<file path="src/rtl/rvc_asap_cr_mem_if.sv">
`default_nettype none
// ============================================================================
//  Module   : rvc_asap_cr_mem_if
//  Purpose  : Core data-port bus toward the CR region responder. The core
//             side drives address/data/strobes; the responder returns q.
//  Revision : 1.0 - initial release
// ============================================================================
interface rvc_asap_cr_mem_if;
  logic [31:0] address;
  logic [31:0] data_in;
  logic        wr_en;
  logic        rd_en;
  logic [3:0]  byte_en;
  logic [31:0] q;

  modport master (
    output address,
    output data_in,
    output wr_en,
    output rd_en,
    output byte_en,
    input  q
  );

  modport slave (
    input  address,
    input  data_in,
    input  wr_en,
    input  rd_en,
    input  byte_en,
    output q
  );
endinterface
`default_nettype wire

</file>
<file path="src/rtl/rvc_asap_cr_mem.sv">
`default_nettype none
// ============================================================================
//  Module   : rvc_asap_cr_mem
//  Purpose  : Control-register responder for the CR window. Holds the
//             seven-segment, LED and VGA cursor registers, and presents
//             synchronized switches and synchronized + debounced buttons
//             to core loads.
//  Revision : 1.0 - initial release
// ============================================================================
module rvc_asap_cr_mem #(
  parameter logic [31:0] CR_BASE         = 32'h0000_7000,
  parameter int          SYNC_STAGES     = 2,
  parameter int          DEBOUNCE_CYCLES = 50000
) (
  input  wire logic        clk_i,
  input  wire logic        rst_i,
  rvc_asap_cr_mem_if.slave cr_bus,
  input  wire logic        button_0_i,
  input  wire logic        button_1_i,
  input  wire logic [9:0]  switch_i,
  output logic [7:0]       seg7_0_o,
  output logic [7:0]       seg7_1_o,
  output logic [7:0]       seg7_2_o,
  output logic [7:0]       seg7_3_o,
  output logic [7:0]       seg7_4_o,
  output logic [7:0]       seg7_5_o,
  output logic [9:0]       led_o,
  output logic [31:0]      cursor_h_o,
  output logic [31:0]      cursor_v_o
);

  // Word indices within the CR window
  localparam logic [9:0] W_SEG7_5 = 10'd5;
  localparam logic [9:0] W_LED    = 10'd6;
  localparam logic [9:0] W_BTN0   = 10'd7;
  localparam logic [9:0] W_BTN1   = 10'd8;
  localparam logic [9:0] W_SWITCH = 10'd9;
  localparam logic [9:0] W_CUR_H  = 10'd10;
  localparam logic [9:0] W_CUR_V  = 10'd11;

  // Raw board input vector layout: {switch[9:0], button_1, button_0}
  localparam int IN_W = 12;

  localparam int                CNT_W   = $clog2(DEBOUNCE_CYCLES);
  localparam logic [CNT_W-1:0]  CNT_MAX = CNT_W'(DEBOUNCE_CYCLES - 1);

  typedef enum logic {
    ST_STABLE   = 1'b0,
    ST_COUNTING = 1'b1
  } deb_state_e;

  // --------------------------------------------------------------------------
  // Address decode
  // --------------------------------------------------------------------------
  logic [31:0] offset;
  logic        hit;
  logic [9:0]  word_idx;
  logic        wr_hit;
  logic        unused_ok;

  assign offset    = cr_bus.address - CR_BASE;
  assign hit       = (cr_bus.address >= CR_BASE) &&
                     (cr_bus.address <= (CR_BASE + 32'h0000_0FFF));
  assign word_idx  = offset[11:2];
  assign wr_hit    = cr_bus.wr_en & hit;
  // Byte offset within a word and bits above the window play no part in decode
  assign unused_ok = ^{offset[31:12], offset[1:0]};

  // --------------------------------------------------------------------------
  // RW registers
  // --------------------------------------------------------------------------
  logic [7:0]  seg7_q [6];
  logic [9:0]  led_q;
  logic [31:0] cur_h_q;
  logic [31:0] cur_v_q;

  // Byte-lane writes into RW registers; only implemented bits are stored
  always_ff @(posedge clk_i) begin
    if (rst_i) begin
      for (int i = 0; i < 6; i++) seg7_q[i] <= '0;
      led_q   <= '0;
      cur_h_q <= '0;
      cur_v_q <= '0;
    end else if (wr_hit) begin
      for (int i = 0; i < 6; i++) begin
        if ((word_idx == 10'(i)) && cr_bus.byte_en[0]) seg7_q[i] <= cr_bus.data_in[7:0];
      end
      if (word_idx == W_LED) begin
        if (cr_bus.byte_en[0]) led_q[7:0] <= cr_bus.data_in[7:0];
        if (cr_bus.byte_en[1]) led_q[9:8] <= cr_bus.data_in[9:8];
      end
      for (int b = 0; b < 4; b++) begin
        if ((word_idx == W_CUR_H) && cr_bus.byte_en[b]) cur_h_q[8*b +: 8] <= cr_bus.data_in[8*b +: 8];
        if ((word_idx == W_CUR_V) && cr_bus.byte_en[b]) cur_v_q[8*b +: 8] <= cr_bus.data_in[8*b +: 8];
      end
    end
  end

  assign seg7_0_o   = seg7_q[0];
  assign seg7_1_o   = seg7_q[1];
  assign seg7_2_o   = seg7_q[2];
  assign seg7_3_o   = seg7_q[3];
  assign seg7_4_o   = seg7_q[4];
  assign seg7_5_o   = seg7_q[5];
  assign led_o      = led_q;
  assign cursor_h_o = cur_h_q;
  assign cursor_v_o = cur_v_q;

  // --------------------------------------------------------------------------
  // Board input synchronizers
  // --------------------------------------------------------------------------
  logic [IN_W-1:0] sync_q [SYNC_STAGES];
  logic [IN_W-1:0] sync_last;

  // Shift raw asynchronous levels through the synchronizer chain
  always_ff @(posedge clk_i) begin
    if (rst_i) begin
      for (int s = 0; s < SYNC_STAGES; s++) sync_q[s] <= '0;
    end else begin
      sync_q[0] <= {switch_i, button_1_i, button_0_i};
      for (int s = 1; s < SYNC_STAGES; s++) sync_q[s] <= sync_q[s-1];
    end
  end

  assign sync_last = sync_q[SYNC_STAGES-1];

  // --------------------------------------------------------------------------
  // Button debouncers: a change is accepted only after it has been held for
  // DEBOUNCE_CYCLES consecutive cycles; any return to the accepted level
  // before that discards the partial count.
  // --------------------------------------------------------------------------
  logic [1:0] deb;

  for (genvar b = 0; b < 2; b++) begin : g_deb
    deb_state_e       state_q;
    logic [CNT_W-1:0] cnt_q;
    logic             deb_q;

    // Per-button debounce FSM with its stability counter
    always_ff @(posedge clk_i) begin
      if (rst_i) begin
        state_q <= ST_STABLE;
        cnt_q   <= '0;
        deb_q   <= 1'b0;
      end else begin
        case (state_q)
          ST_STABLE: begin
            cnt_q <= '0;
            if (sync_last[b] != deb_q) state_q <= ST_COUNTING;
          end
          ST_COUNTING: begin
            if (sync_last[b] == deb_q) begin
              cnt_q   <= '0;
              state_q <= ST_STABLE;
            end else if (cnt_q == CNT_MAX) begin
              deb_q   <= sync_last[b];
              cnt_q   <= '0;
              state_q <= ST_STABLE;
            end else begin
              cnt_q <= cnt_q + 1'b1;
            end
          end
          default: begin
            cnt_q   <= '0;
            state_q <= ST_STABLE;
          end
        endcase
      end
    end

    assign deb[b] = deb_q;
  end

  // --------------------------------------------------------------------------
  // Load path
  // --------------------------------------------------------------------------
  logic [31:0] rd_data_d;
  logic [31:0] q_q;

  // Select the addressed register, zero-extended; unmapped or no-hit reads zero
  always_comb begin
    rd_data_d = '0;
    if (hit) begin
      if (word_idx <= W_SEG7_5) begin
        rd_data_d = {24'h0, seg7_q[word_idx[2:0]]};
      end else begin
        case (word_idx)
          W_LED:    rd_data_d = {22'h0, led_q};
          W_BTN0:   rd_data_d = {31'h0, deb[0]};
          W_BTN1:   rd_data_d = {31'h0, deb[1]};
          W_SWITCH: rd_data_d = {22'h0, sync_last[IN_W-1:2]};
          W_CUR_H:  rd_data_d = cur_h_q;
          W_CUR_V:  rd_data_d = cur_v_q;
          default:  rd_data_d = '0;
        endcase
      end
    end
  end

  // Capture load data on rd_en; hold between loads
  always_ff @(posedge clk_i) begin
    if (rst_i) begin
      q_q <= '0;
    end else if (cr_bus.rd_en) begin
      q_q <= rd_data_d;
    end
  end

  assign cr_bus.q = q_q;

endmodule
`default_nettype wire
</file>
<file path="src/flat_wrapper.sv">
// flat-port wrapper written by rule: the top's interface ports become plain ports
module rvc_asap_cr_mem_flat 
#(
  parameter logic [31:0] CR_BASE         = 32'h0000_7000,
  parameter int          SYNC_STAGES     = 2,
  parameter int          DEBOUNCE_CYCLES = 50000
)
  (clk_i, rst_i, button_0_i, button_1_i, switch_i, seg7_0_o, seg7_1_o, seg7_2_o, seg7_3_o, seg7_4_o, seg7_5_o, led_o, cursor_h_o, cursor_v_o, cr_bus_address, cr_bus_data_in, cr_bus_wr_en, cr_bus_rd_en, cr_bus_byte_en, cr_bus_q);
  rvc_asap_cr_mem_if cr_bus_i ();
  input  wire logic clk_i;
  input  wire logic rst_i;
  input  wire logic button_0_i;
  input  wire logic button_1_i;
  input  wire logic [9:0] switch_i;
  output logic [7:0] seg7_0_o;
  output logic [7:0] seg7_1_o;
  output logic [7:0] seg7_2_o;
  output logic [7:0] seg7_3_o;
  output logic [7:0] seg7_4_o;
  output logic [7:0] seg7_5_o;
  output logic [9:0] led_o;
  output logic [31:0] cursor_h_o;
  output logic [31:0] cursor_v_o;
  input wire logic [$bits(cr_bus_i.address)-1:0] cr_bus_address;
  input wire logic [$bits(cr_bus_i.data_in)-1:0] cr_bus_data_in;
  input wire logic [$bits(cr_bus_i.wr_en)-1:0] cr_bus_wr_en;
  input wire logic [$bits(cr_bus_i.rd_en)-1:0] cr_bus_rd_en;
  input wire logic [$bits(cr_bus_i.byte_en)-1:0] cr_bus_byte_en;
  output wire logic [$bits(cr_bus_i.q)-1:0] cr_bus_q;
  assign cr_bus_i.address = cr_bus_address;
  assign cr_bus_i.data_in = cr_bus_data_in;
  assign cr_bus_i.wr_en = cr_bus_wr_en;
  assign cr_bus_i.rd_en = cr_bus_rd_en;
  assign cr_bus_i.byte_en = cr_bus_byte_en;
  assign cr_bus_q = cr_bus_i.q;
  rvc_asap_cr_mem #(.CR_BASE(CR_BASE), .SYNC_STAGES(SYNC_STAGES), .DEBOUNCE_CYCLES(DEBOUNCE_CYCLES)) u_core (.clk_i(clk_i), .rst_i(rst_i), .cr_bus(cr_bus_i), .button_0_i(button_0_i), .button_1_i(button_1_i), .switch_i(switch_i), .seg7_0_o(seg7_0_o), .seg7_1_o(seg7_1_o), .seg7_2_o(seg7_2_o), .seg7_3_o(seg7_3_o), .seg7_4_o(seg7_4_o), .seg7_5_o(seg7_5_o), .led_o(led_o), .cursor_h_o(cursor_h_o), .cursor_v_o(cursor_v_o));
endmodule
</file>
<file path="config.mk">
export PLATFORM = sky130hd
export DESIGN_NAME = rvc_asap_cr_mem_flat
export DESIGN_NICKNAME = d
export VERILOG_FILES = /design/src/rtl/rvc_asap_cr_mem_if.sv /design/src/rtl/rvc_asap_cr_mem.sv /design/src/flat_wrapper.sv
export SDC_FILE = /design/constraint.sdc
export NUM_CORES = 1
export LEC_CHECK = 0
export ABC_AREA = 1
export BUFFER_PORTS_ARGS = -buffer_cell sky130_fd_sc_hd__clkbuf_2
export CORE_MARGIN = 2
export CORE_UTILIZATION = 50
export DETAILED_ROUTE_END_ITERATION = 12
export PLACE_DENSITY = 0.72
export RECOVER_POWER = 100
export SYNTH_ARGS = -nofsm -noshare
export SYNTH_HDL_FRONTEND = slang
export SYNTH_SLANG_ARGS = --single-unit
</file>
<file path="constraint.sdc">
create_clock -name clk_i -period 4.9 [get_ports clk_i]
set_clock_uncertainty 0.15 [all_clocks]
set_input_delay 0.735 -clock clk_i [delete_from_list [all_inputs] [get_ports clk_i]]
set_output_delay 0.735 -clock clk_i [all_outputs]
set_load 0.02 [all_outputs]
</file>
# Yosys cells after proc, flatten, opt, wreduce, memory -nomap -nowiden

Memories as Yosys holds them, arrays and structs flattened.
Index checks and enable logic that the tools add are counted.

Logic and storage cells: 135
Register bits: 142
Memory bits (writable): 72
Memories: 2
Output and inout port bits: 154
Bits of input ports: 84

Memory list:

| memory        | depth | bits a word | read ports | clocked after Yosys merged registers in | wr ports | RTL line               | source |
|---|---|---|---|---|---|---|---|
| u_core.seg7_q | 6     | 8           | 7          | 0                                       | 6        | rvc_asap_cr_mem.sv:72  | `logic [7:0] seg7_q [6];` |
| u_core.sync_q | 2     | 12          | 2          | 0                                       | 2        | rvc_asap_cr_mem.sv:112 | `logic [IN_W-1:0] sync_q [SYNC_STAGES];` |

Mux-type cells: 52
Bitwise logic cells: 13
Magnitude comparators: 3
$add $sub $neg: 3
Equality and inequality tests: 17
Reductions and logical operators: 28

Operators by type and width:

| kind                  | count |
|---|---|
| $pmux 32 s6           | 1 |
| $mux 16               | 4 |
| $mux 32               | 2 |
| $pmux 16 s2           | 2 |
| $mux 8                | 6 |
| $eq 10x3->1 const B   | 4 |
| $eq 10x4->1 const B   | 4 |
| $mux 1                | 33 |
| $add 16x1->16 const B | 2 |
| $eq 16x16->1 const B  | 2 |
| $ge 32x15->1 const B  | 1 |
| $le 32x15->1 const B  | 1 |
| $mux 12               | 2 |
| $eq 10x2->1 const B   | 2 |
| $reduce_and 2->1      | 8 |
| $logic_and 1x1->1     | 15 |
| $reduce_and 3->1      | 4 |
| $sub 12x1->12 const B | 1 |
| $eq 10x1->1 const B   | 1 |
| $le 10x3->1 const B   | 1 |
| $logic_not 10->1      | 1 |
| $or 1x1->1            | 8 |
| $not 1->1             | 4 |
| $pmux 1 s2            | 2 |
| 3 further kinds       | 5 |

# Logic depth before layout (Yosys ltp)

Depth in word-level cells: 8
Mapped depth: 12
Gate-level depth less buffers: 10

# Worst setup path before layout

No wires, ideal clock.

Path type: input to register
From: input port cr_bus_address[20]
To: memory u_core.seg7_q[5][0] (enable)
Arrival time: 2.226 ns
Setup slack: 2.140 ns
Data required time: 4.366 ns
Cell stages on the path: 6
Path through: nor2_1 nand2_1 nor3_1 nand4_2 clkbuf_1 o21ai_0

RTL lines:

| element            | RTL line              | source |
|---|---|---|
| start: declaration | flat_wrapper.sv:24    | `input wire logic [$bits(cr_bus_i.address)-1:0] cr_bus_address;` |
| end: declaration   | rvc_asap_cr_mem.sv:72 |  |

==> impl_metrics.py <==
metrics = {
    "run_status": {
        "outcome": "finished, violations left",
        "violations": "max-capacitance violations, max-slew violations",
    },
    "clocking": {
        "cts_max_level": 1,
        "cts_buffers": 24,
        "cts-root-buf": "clkbuf_16",
        "cts_tree": "done",
        "cts_setup_buffers": 0,
        "ctsHoldBuffers": 0,
        "cts.sinks": 214,
        "clkTransAtPathRegs_ns": 0.06,
        "insertion_delay_ns": 0.52,
        "cts_resized": 0,
        "cts_max_path_buffers": 3,
    },
    "worst_setup_path": {
        "cp_slowest_cell": "clkbuf_1",
        "crit_chain": "clkbuf_2 -> clkbuf_1 -> inv_2 -> buf_4 -> o21ai_0 -> clkbuf_1",
        "crit_fanout": 57,
        "crit_buf_inv": 5,
        "r2r_slack_ns": 2.85,
        "worstSetupStartpointType": "primary input",
        "slowest_delay_ns": 1.98,
        "crit_type": "primary input to register",
        "worst-path-stages": 6,
        "crit_arrival_ns": 3.81,
        "crit_path_frequent_cell": "clkbuf_1",
        "critPathTopFamily": "buffers and inverters",
        "end_kind": "register",
        "rr_worst_depth": 8,
        "required_ns": 4.91,
    },
    "synth": {
        "seq_area_frac_synth_pct": 45.4,
        "yosys_register_bits": 214,
        "ys_warn_count": 0,
        "synth_cells": 1533,
        "synth_area_um2": 10500,
        "synth_nets": 1619,
        "ys_types": 31,
        "synth.avg_cell_area_um2": 6.85,
    },
    "power_and_ir_drop": {
        "vdd_ir_drop_max_mv": 0.234,
        "p_leak_nw": 5.66,
        "p_per_area_nw_per_um2": 315,
    },
    "min_path": {
        "min_path_cells": 2,
        "hp-class": "register to register",
    },
    "floorplanning": {
        "num_rows": 53,
        "die_h_um": 149,
        "core_um2": 20800,
        "ios": 238,
        "die-area_um2": 22200,
        "initial_core_util_pct": 50.4,
        "die_w_um": 149,
    },
    "routing": {
        "dr.pass1.iters": 5,
        "antenna_left": 0,
        "wl_um": 28700,
        "vias_per_cell": 4.94,
        "avgRoutedWirePerCell_um": 14.1,
        "vias": 10100,
        "drc_errors": 0,
        "initialDrtViolationCount": 578,
    },
    "final_layout": {
        "multi_input_area_um2": 4330,
        "antenna_cells": 0,
        "fillerInstances": 2042,
        "drive_gt1_share_pct": 9.04,
        "fin_util_pct": 59.2,
        "most-common-layout-cells": "nand2_1 (462), inv_1 (267), nor2_1 (210)",
        "final_common_cell": "nand2_1",
        "design_area_um2": 12300,
        "areaGrowthSynthToFinish_pct": 17.4,
        "regArea_um2": 4760,
        "nNetsFinal": 1826,
    },
    "placed_design": {
        "place_ws_ns": 1.31,
        "io_buffers": 235,
        "dp_hpwl_um": 20200,
        "placed_area_um2": 11800,
        "gp_congestion": 0.922,
    },
    "timing": {
        "finalSetupViolations": 0,
        "timing.final.crit_share_pct": 77.6,
        "fmax_mhz": 263,
        "layout_setup_ws_ns": 1.10,
        "fin_crit_ns": 3.80,
        "worst_pin_slew_ns": 2.80,
        "rsz0062_at_grt": "false",
        "holdWs_ns": 0.260,
        "finalHoldViolCount": 0,
        "max-slew-margin-rel_pct": -86.6,
        "finalSetupTns_ns": 0,
        "maxSlewViolCount": 58,
    },
    "global_route": {
        "grt_use_total_pct": 25.4,
        "grt_pass1_vias": 9304,
        "grt_max_degree": 58,
        "antenna_found_initial": 1,
        "grt-ovfl-total": 0,
        "grt_pass1_wl_um": 45800,
    },
    "run": {
        "max_cap_violations": 1,
    },
}
## state kept, by name (all words and copies together) (netlist names)
register,flops
u_core.cr_bus.q,32
u_core.cursor_h_o,32
u_core.cursor_v_o,32
u_core.g_deb.cnt_q,32
u_core.g_deb.deb_q,2
u_core.g_deb.state_q,2
u_core.led_o,10
u_core.seg7_q,48
u_core.sync_q,24
## layer usage
layer	global-route usage, %	up-vias	wire length [um]
li1	-	5143	-
met1	33.0	4527	12500
met2	42.9	324	13300
met3	4.37	56	1990
met4	8.48	0	881
met5	0	-	0
## path summary, 6_finish.rpt
kind,from,to
setup / recovery,rst_i,u_core.seg7_q[5][5]
hold / removal,u_core.sync_q[0][1],u_core.sync_q[0][13]
setup reg to reg,u_core.g_deb[1].cnt_q[0],u_core.g_deb[1].cnt_q[10]
hold reg to reg,u_core.sync_q[0][1],u_core.sync_q[0][13]
## cells in the mapped netlist, drive strengths merged
master / number / share of area [%]
dfxtp: 166 / 32
xor2: 6 / 0.50
nand2: 464 / 17
buf: 47 / 2.6
nor3b: 8 / 0.57
or2: 4 / 0.24
a31oi: 2 / 0.12
inv: 274 / 9.8
nand3: 101 / 5.6
and3: 1 / 0.060
nor3: 32 / 1.5
xnor2: 2 / 0.17
clkbuf: 19 / 0.68
ha: 2 / 0.24
a21oi: 53 / 2.5
nor4: 2 / 0.12
edfxtp: 48 / 14
o21ai: 8 / 0.38
nor2: 220 / 8.4
nand4: 73 / 4.4
o22ai: 1 / 0.060
## through the flow
| step | power [W] | instances |
|---|---|---|
| 2_1_floorplan | 0.00202 | 1533 |
| 3_3_place_gp | 0.00212 | 1989 |
| 3_5_place_dp | 0.00212 | 1989 |
| 4_1_cts | 0.00391 | 2033 |
| 5_1_grt | 0.00401 | 2033 |
| 6_report | 0.00389 | 2033 |
## cell type report
| cell class | count | share of cell area [%] |
|---|---|---|
| Timing Repair Buffer | 247 | 8.63 |
| Sequential cell | 214 | 38.6 |
| Multi-Input combinational cell | 979 | 35.1 |
| Tap cell | 275 | 2.79 |
| Inverter | 274 | 8.34 |
| Clock buffer | 40 | 6.06 |
| Clock inverter | 4 | 0.416 |
## worst reg2reg max path: stages, from the launching register on
cell	delay (ns)
dfxtp_1	0.32
ha_1	0.20
nand2_1	0.10
nor2_1	0.07
inv_1	0.07
nor2_1	0.06
nand3_1	0.08
nand4_1	0.51
nor3b_1	0.38
## where the power goes
| group | switching (W) | leakage, nW | internal [W] |
|---|---|---|---|
| combinational | 0.000169 | 3.47 | 0.0000643 |
| clock | 0.000715 | 0.396 | 0.00109 |
| sequential | 0.0000156 | 1.80 | 0.00183 |
## cell families after synthesis
family                     share of synthesized area [%]
DFF                                                 45.4
buffers and inverters                               13.1
xor gates and xnor gates                           0.667
and+or+nand+nor                                     37.6
adders and majority gates                          0.238
AOI/OAI and AO/OA                                   3.09
(Power assumes the default switching activity.)
